[config.mk]
export PLATFORM = sky130hd
export DESIGN_NAME = fsm_mestre_envase
export DESIGN_NICKNAME = d
export VERILOG_FILES = /design/src/rtl/fsm_mestre_envase.sv
export SDC_FILE = /design/constraint.sdc
export NUM_CORES = 1
export LEC_CHECK = 0
export CORE_MARGIN = 4
export CORE_UTILIZATION = 47
export CTS_CLUSTER_DIAMETER = 50
export DETAILED_ROUTE_END_ITERATION = 8
export GPL_TIMING_DRIVEN = 0
export HOLD_SLACK_MARGIN = 0.03
export PLACE_DENSITY = 0.85
export SLEW_MARGIN = 20
export SYNTH_ARGS = -nofsm -noshare
export SYNTH_HDL_FRONTEND = slang
export SYNTH_SLANG_ARGS = --single-unit
[constraint.sdc]
create_clock -name clk -period 2.3 [get_ports clk]
set_clock_uncertainty 0.1 [all_clocks]
set_input_delay 0.46 -clock clk [delete_from_list [all_inputs] [get_ports clk]]
set_output_delay 0.46 -clock clk [all_outputs]
set_load 0.005 [all_outputs]
[src/rtl/fsm_mestre_envase.sv]
`default_nettype none
// ============================================================================
//  Module      : fsm_mestre_envase
//  Description : Master sequencer for the bottling line. It moves the conveyor,
//                runs the filling and capping slaves through a level-hold
//                cmd/done handshake, then counts and releases each bottle.
//                Optional handshake watchdog enabled by macro WATCHDOG_EN.
//  Revision    : 1.0 - initial release
// ============================================================================
module fsm_mestre_envase #(
    parameter int TIMEOUT_CICLOS = 250000000,
    parameter int CONT_W         = 8
) (
    input  logic              clk,
    input  logic              reset,
    input  logic              habilitar,
    input  logic              sensor_posicao,
    input  logic              concluido_encher,
    input  logic              concluido_vedar,
    input  logic              reconhecer,
    output logic              motor_esteira,
    output logic              cmd_encher,
    output logic              cmd_vedar,
    output logic [CONT_W-1:0] contagem,
    output logic              alarme,
    output logic              ocupado
);

    localparam logic [3:0] c_IDLE         = 4'd0;
    localparam logic [3:0] c_TRANSPORTE   = 4'd1;
    localparam logic [3:0] c_ENCHE_CMD    = 4'd2;
    localparam logic [3:0] c_ENCHE_LIBERA = 4'd3;
    localparam logic [3:0] c_VEDA_CMD     = 4'd4;
    localparam logic [3:0] c_VEDA_LIBERA  = 4'd5;
    localparam logic [3:0] c_CONTA        = 4'd6;
    localparam logic [3:0] c_SAIDA        = 4'd7;
    localparam logic [3:0] c_FALHA        = 4'd8;

    logic [3:0]        r_estado;
    logic [3:0]        w_proximo;
    logic [CONT_W-1:0] r_contagem;
    logic              w_timeout;

`ifdef WATCHDOG_EN
    localparam int c_WDT_W = (TIMEOUT_CICLOS > 1) ? $clog2(TIMEOUT_CICLOS) : 1;
    localparam logic [c_WDT_W-1:0] c_WDT_MAX = c_WDT_W'(TIMEOUT_CICLOS - 1);

    logic [c_WDT_W-1:0] r_wdt;
    logic               w_em_handshake;

    assign w_em_handshake = (r_estado == c_ENCHE_CMD)    ||
                            (r_estado == c_ENCHE_LIBERA) ||
                            (r_estado == c_VEDA_CMD)     ||
                            (r_estado == c_VEDA_LIBERA);

    // Counter restarts on every state change, so each handshake wait gets its own budget
    always_ff @(posedge clk or posedge reset) begin
        if (reset) begin
            r_wdt <= '0;
        end else if (w_proximo != r_estado) begin
            r_wdt <= '0;
        end else if (w_em_handshake) begin
            r_wdt <= r_wdt + 1'b1;
        end
    end

    assign w_timeout = (r_wdt == c_WDT_MAX);
`else
    assign w_timeout = 1'b0;
`endif

    // Exit conditions are tested before the timeout so a late done still wins
    always_comb begin
        w_proximo = r_estado;
        case (r_estado)
            c_IDLE: begin
                if (habilitar) begin
                    w_proximo = c_TRANSPORTE;
                end
            end
            c_TRANSPORTE: begin
                if (sensor_posicao) begin
                    w_proximo = c_ENCHE_CMD;
                end else if (!habilitar) begin
                    w_proximo = c_IDLE;
                end
            end
            c_ENCHE_CMD: begin
                if (concluido_encher) begin
                    w_proximo = c_ENCHE_LIBERA;
                end else if (w_timeout) begin
                    w_proximo = c_FALHA;
                end
            end
            c_ENCHE_LIBERA: begin
                if (!concluido_encher) begin
                    w_proximo = c_VEDA_CMD;
                end else if (w_timeout) begin
                    w_proximo = c_FALHA;
                end
            end
            c_VEDA_CMD: begin
                if (concluido_vedar) begin
                    w_proximo = c_VEDA_LIBERA;
                end else if (w_timeout) begin
                    w_proximo = c_FALHA;
                end
            end
            c_VEDA_LIBERA: begin
                if (!concluido_vedar) begin
                    w_proximo = c_CONTA;
                end else if (w_timeout) begin
                    w_proximo = c_FALHA;
                end
            end
            c_CONTA: begin
                w_proximo = c_SAIDA;
            end
            c_SAIDA: begin
                if (!sensor_posicao) begin
                    w_proximo = habilitar ? c_TRANSPORTE : c_IDLE;
                end
            end
            c_FALHA: begin
                if (reconhecer) begin
                    w_proximo = c_IDLE;
                end
            end
            default: begin
                w_proximo = c_IDLE;
            end
        endcase
    end

    always_ff @(posedge clk or posedge reset) begin
        if (reset) begin
            r_estado <= c_IDLE;
        end else begin
            r_estado <= w_proximo;
        end
    end

    always_ff @(posedge clk or posedge reset) begin
        if (reset) begin
            r_contagem <= '0;
        end else if (r_estado == c_CONTA) begin
            r_contagem <= r_contagem + 1'b1;
        end
    end

    // Moore decode straight off the state register: async reset drops commands at once
    assign motor_esteira = (r_estado == c_TRANSPORTE) || (r_estado == c_SAIDA);
    assign cmd_encher    = (r_estado == c_ENCHE_CMD);
    assign cmd_vedar     = (r_estado == c_VEDA_CMD);
    assign contagem      = r_contagem;
    assign ocupado       = (r_estado == c_TRANSPORTE)   ||
                           (r_estado == c_ENCHE_CMD)    ||
                           (r_estado == c_ENCHE_LIBERA) ||
                           (r_estado == c_VEDA_CMD)     ||
                           (r_estado == c_VEDA_LIBERA)  ||
                           (r_estado == c_CONTA)        ||
                           (r_estado == c_SAIDA);

`ifdef WATCHDOG_EN
    assign alarme = (r_estado == c_FALHA);
`else
    assign alarme = 1'b0;
`endif

endmodule
`default_nettype wire
==> flow_metrics.tcl, run 1 <==
set metrics [dict create \
    outcome "complete, no violations" \
    yosys.area.top_type "dfrtp_1" \
    grt.overflow.total 0 \
    number_of_antenna_violations_at_the_first_check_in_global_routing 0 \
    route.vias.total 498 \
    fmaxAchievable_mhz 451.0 \
    yosysMostFrequentCell "dfrtp_1" \
    clock_tree.htree_level_count 1 \
    first_pass_iters 4 \
    synth.net_count 64 \
    min_period_ns 2.217 \
    crit_path_end "motor_esteira" \
    num_io_pins 20 \
    die_w_um 44.16 \
    syn-cell-area_um2 614.3 \
    clock_sinks 11 \
    placement_rows 12 \
    synthesis.yosys.warnings 0 \
    hold_buffers 0 \
    finalSetupViolations 0 \
    worst-r2r-cell-count 4 \
    drc 0 \
    initial_core_util_pct 52.46 \
    cts_tree "done" \
    place_congestion 0.7300 \
    netlist-cell-type-count 29 \
    count_of_antenna_violating_nets_left_after_detailed_routing 0 \
    grt_util_met3_pct 6.098 \
    fp.dieArea_mm2 0.001950 \
    arrival_ns 1.66 \
    synth.ff_latch_count 11 \
    worst-path-max-fanout 10 \
    nets 87 \
    drv.max_cap_violation_count 0 \
    globalRoute.busiestLayer "met2" \
    rsz0062_at_grt "no" \
    grt_max_degree 12 \
    wire_length_of_the_first_global_routing_pass_um 2049 \
    synth_commonest_cells "11 x dfrtp_1, 4 x xnor2_1, 4 x xor2_1" \
    grt_usage_pct 15.46 \
    syn_area_per_cell_um2 10.97 \
    worstPathRequired_ns 1.74 \
    reg2reg_slack_ns 1.01 \
    synth.yosys.seq_area_share_pct 44.81 \
    final_cell_count_no_fill 92 \
    number_of_failing_hold_endpoints_at_the_final_stage 0 \
    yosys_most_used_dff "dfrtp_1" \
    irDropWorstVdd_uv 647.7 \
    fin_crit_sh_pct 96.40 \
    global_route.usage.met2_pct 25.87 \
    clock_latency_ns 0.28 \
    yosys-top-cells-area "dfrtp_1 45%, xnor2_1 5.7%, xor2_1 5.7%, nor3b_1 3.7%, mux2i_1 3.3%" \
    criticalPathCategory "reg -> out" \
    ctsLongestPathBuffers 2 \
    slew_viol_final 0 \
    footprint_of_the_multi_input_gates_um2 309.0 \
    critical_path.reg2reg.endpoint "contagem[4]$_DFFE_PP0P_" \
    power_uw 1022 \
    yosys.area.top_type_share_pct 44.81 \
    number_of_global_route_vias_before_repair 466 \
    wl_um 1257 \
    io_buffer_count 17 \
    power.density_mw_per_mm2 1204 \
    dpl.hpwl_um 936.3 \
    r2r-start "contagem[0]$_DFFE_PP0P_" \
    cellLeakagePower_uw 0.0003765 \
    synthCells 56 \
    timing.final.ws_setup_ns 0.08280 \
    synth-edff-count 0 \
    drt-vias-per-instance 5.413 \
    wl_per_cell_um 13.66 \
    detailedPlace.worstSlack_ns 0.3240 \
    fillers 98 \
    clk_pin_slew_ns 0.07 \
    register_area_um2 277.8 \
    grt_util_met1_pct 14.79 \
    tns_ns 0 \
    area_delta_synth_final_pct 38.09 \
    die_h_um 44.16 \
    setup.worst_path.start_class "register" \
    final_layout_size_suffix_gt1_share_pct 19.23 \
    detail_route.iter0.violations 7 \
    cts_made_buffers 3 \
    antenna-diode-count 0 \
    worst_hold_path_type "in -> async" \
    dp_cells 87 \
    cts_root_buffer "clkbuf_4" \
    crit_path_start "r_estado[1]$_DFFE_PP0P_" \
    asyncSetResetFlopFracSynth_pct 100.0 \
    core_area_mm2 0.001171 \
    endpoint_kind "output pin" \
]
cell type report:
type | instances | share of cell area [%]
well taps | 14 | 2.065
flip-flops and latches | 11 | 32.74
inverters | 1 | 0.4425
clock buffers | 4 | 3.097
plain buffers | 4 | 3.982
repair buffers | 18 | 21.24
multi-input cells | 40 | 36.43
sequential cells by signal (all words and copies together) (netlist names):
register / cells
r_estado: 3
contagem: 8
layer usage:
metal  vias to the layer above  share of wire (%)
met4                         0                2.5
met1                       241                 40
met3                         4                5.5
met2                        14                 52
met5                         -                  0
li1                        239                  -
per-stage QoR:
step	utilization (%)	area [um2]	hold slack (ns)
after floorplan	-	614.3	0.2124
after global placement	68.48	802.0	0.3577
after detailed placement	68.48	802.0	0.3648
after CTS	70.73	828.3	0.3687
after global routing	72.44	848.3	0.3850
final	72.44	848.3	0.3691
cells in the final DEF (no fill, tap or decap), types with 2 or more instances in the layout:
| master | instances |
|---|---|
| a21oi_1 | 2 |
| and2_1 | 2 |
| buf_4 | 4 |
| clkbuf_4 | 3 |
| clkdlybuf4s50_1 | 16 |
| dfrtp_1 | 9 |
| dfrtp_2 | 2 |
| mux2i_1 | 2 |
| nand2_1 | 3 |
| nand3_1 | 3 |
| nor3_2 | 2 |
| nor3b_1 | 2 |
| xnor2_1 | 4 |
| xor2_1 | 4 |
worst min path at each step:
stage | startpoint | cells after the start | endpoint
6_report | reset | 2 | contagem[7]$_DFFE_PP0P_
5_1_grt | reset | 2 | contagem[7]$_DFFE_PP0P_
4_1_cts | reset | 2 | contagem[7]$_DFFE_PP0P_
3_5_place_dp | contagem[7]$_DFFE_PP0P_ | 1 | contagem[7]$_DFFE_PP0P_
3_3_place_gp | contagem[7]$_DFFE_PP0P_ | 1 | contagem[7]$_DFFE_PP0P_
2_1_floorplan | reset | 1 | contagem[0]$_DFFE_PP0P_
worst max-delay path: stages, from the launching register on:
cell,delay [ns]
dfrtp_2,0.44
buf_4,0.18
xnor2_1,0.14
and2_1,0.13
clkdlybuf4s50_1,0.49
power by group:
| part | switching [uW] | total [uW] | internal, uW |
|---|---|---|---|
| logic | 210 | 528 | 318 |
| registers | 88.2 | 356 | 268 |
| clock network | 69.9 | 137 | 67.4 |
| total | 368 | 1020 | 654 |
cells by family (layout without fill, tap and decap cells):
kind of cell / after synthesis / after routing / synth area share (%)
adders and majority gates: 1 / 1 / 2.036
DFF: 11 / 11 / 44.81
other: 1 / 1 / 0.6104
muxes: 3 / 3 / 5.092
and+or+nand+nor: 20 / 20 / 23.01
xor gates and xnor gates: 8 / 8 / 11.40
buffers and inverters: 5 / 27 / 5.700
AOI/OAI and AO/OA: 7 / 7 / 7.333
repair_timing:
item | 4_1_cts | 5_1_grt
setup endpoints to repair | 0 | 3
buffers inserted | 0 | 1
hold endpoints to repair | 0 | 0
resized for setup | 0 | 6
Note: power is estimated with default switching activity, not from simulation.
==> inputs of run 2 (changes only) <==
- SLEW_MARGIN: 20 -> 30
==> results of run 2 <==
The final DEF is identical to that of run 1; final timing and power are the same.
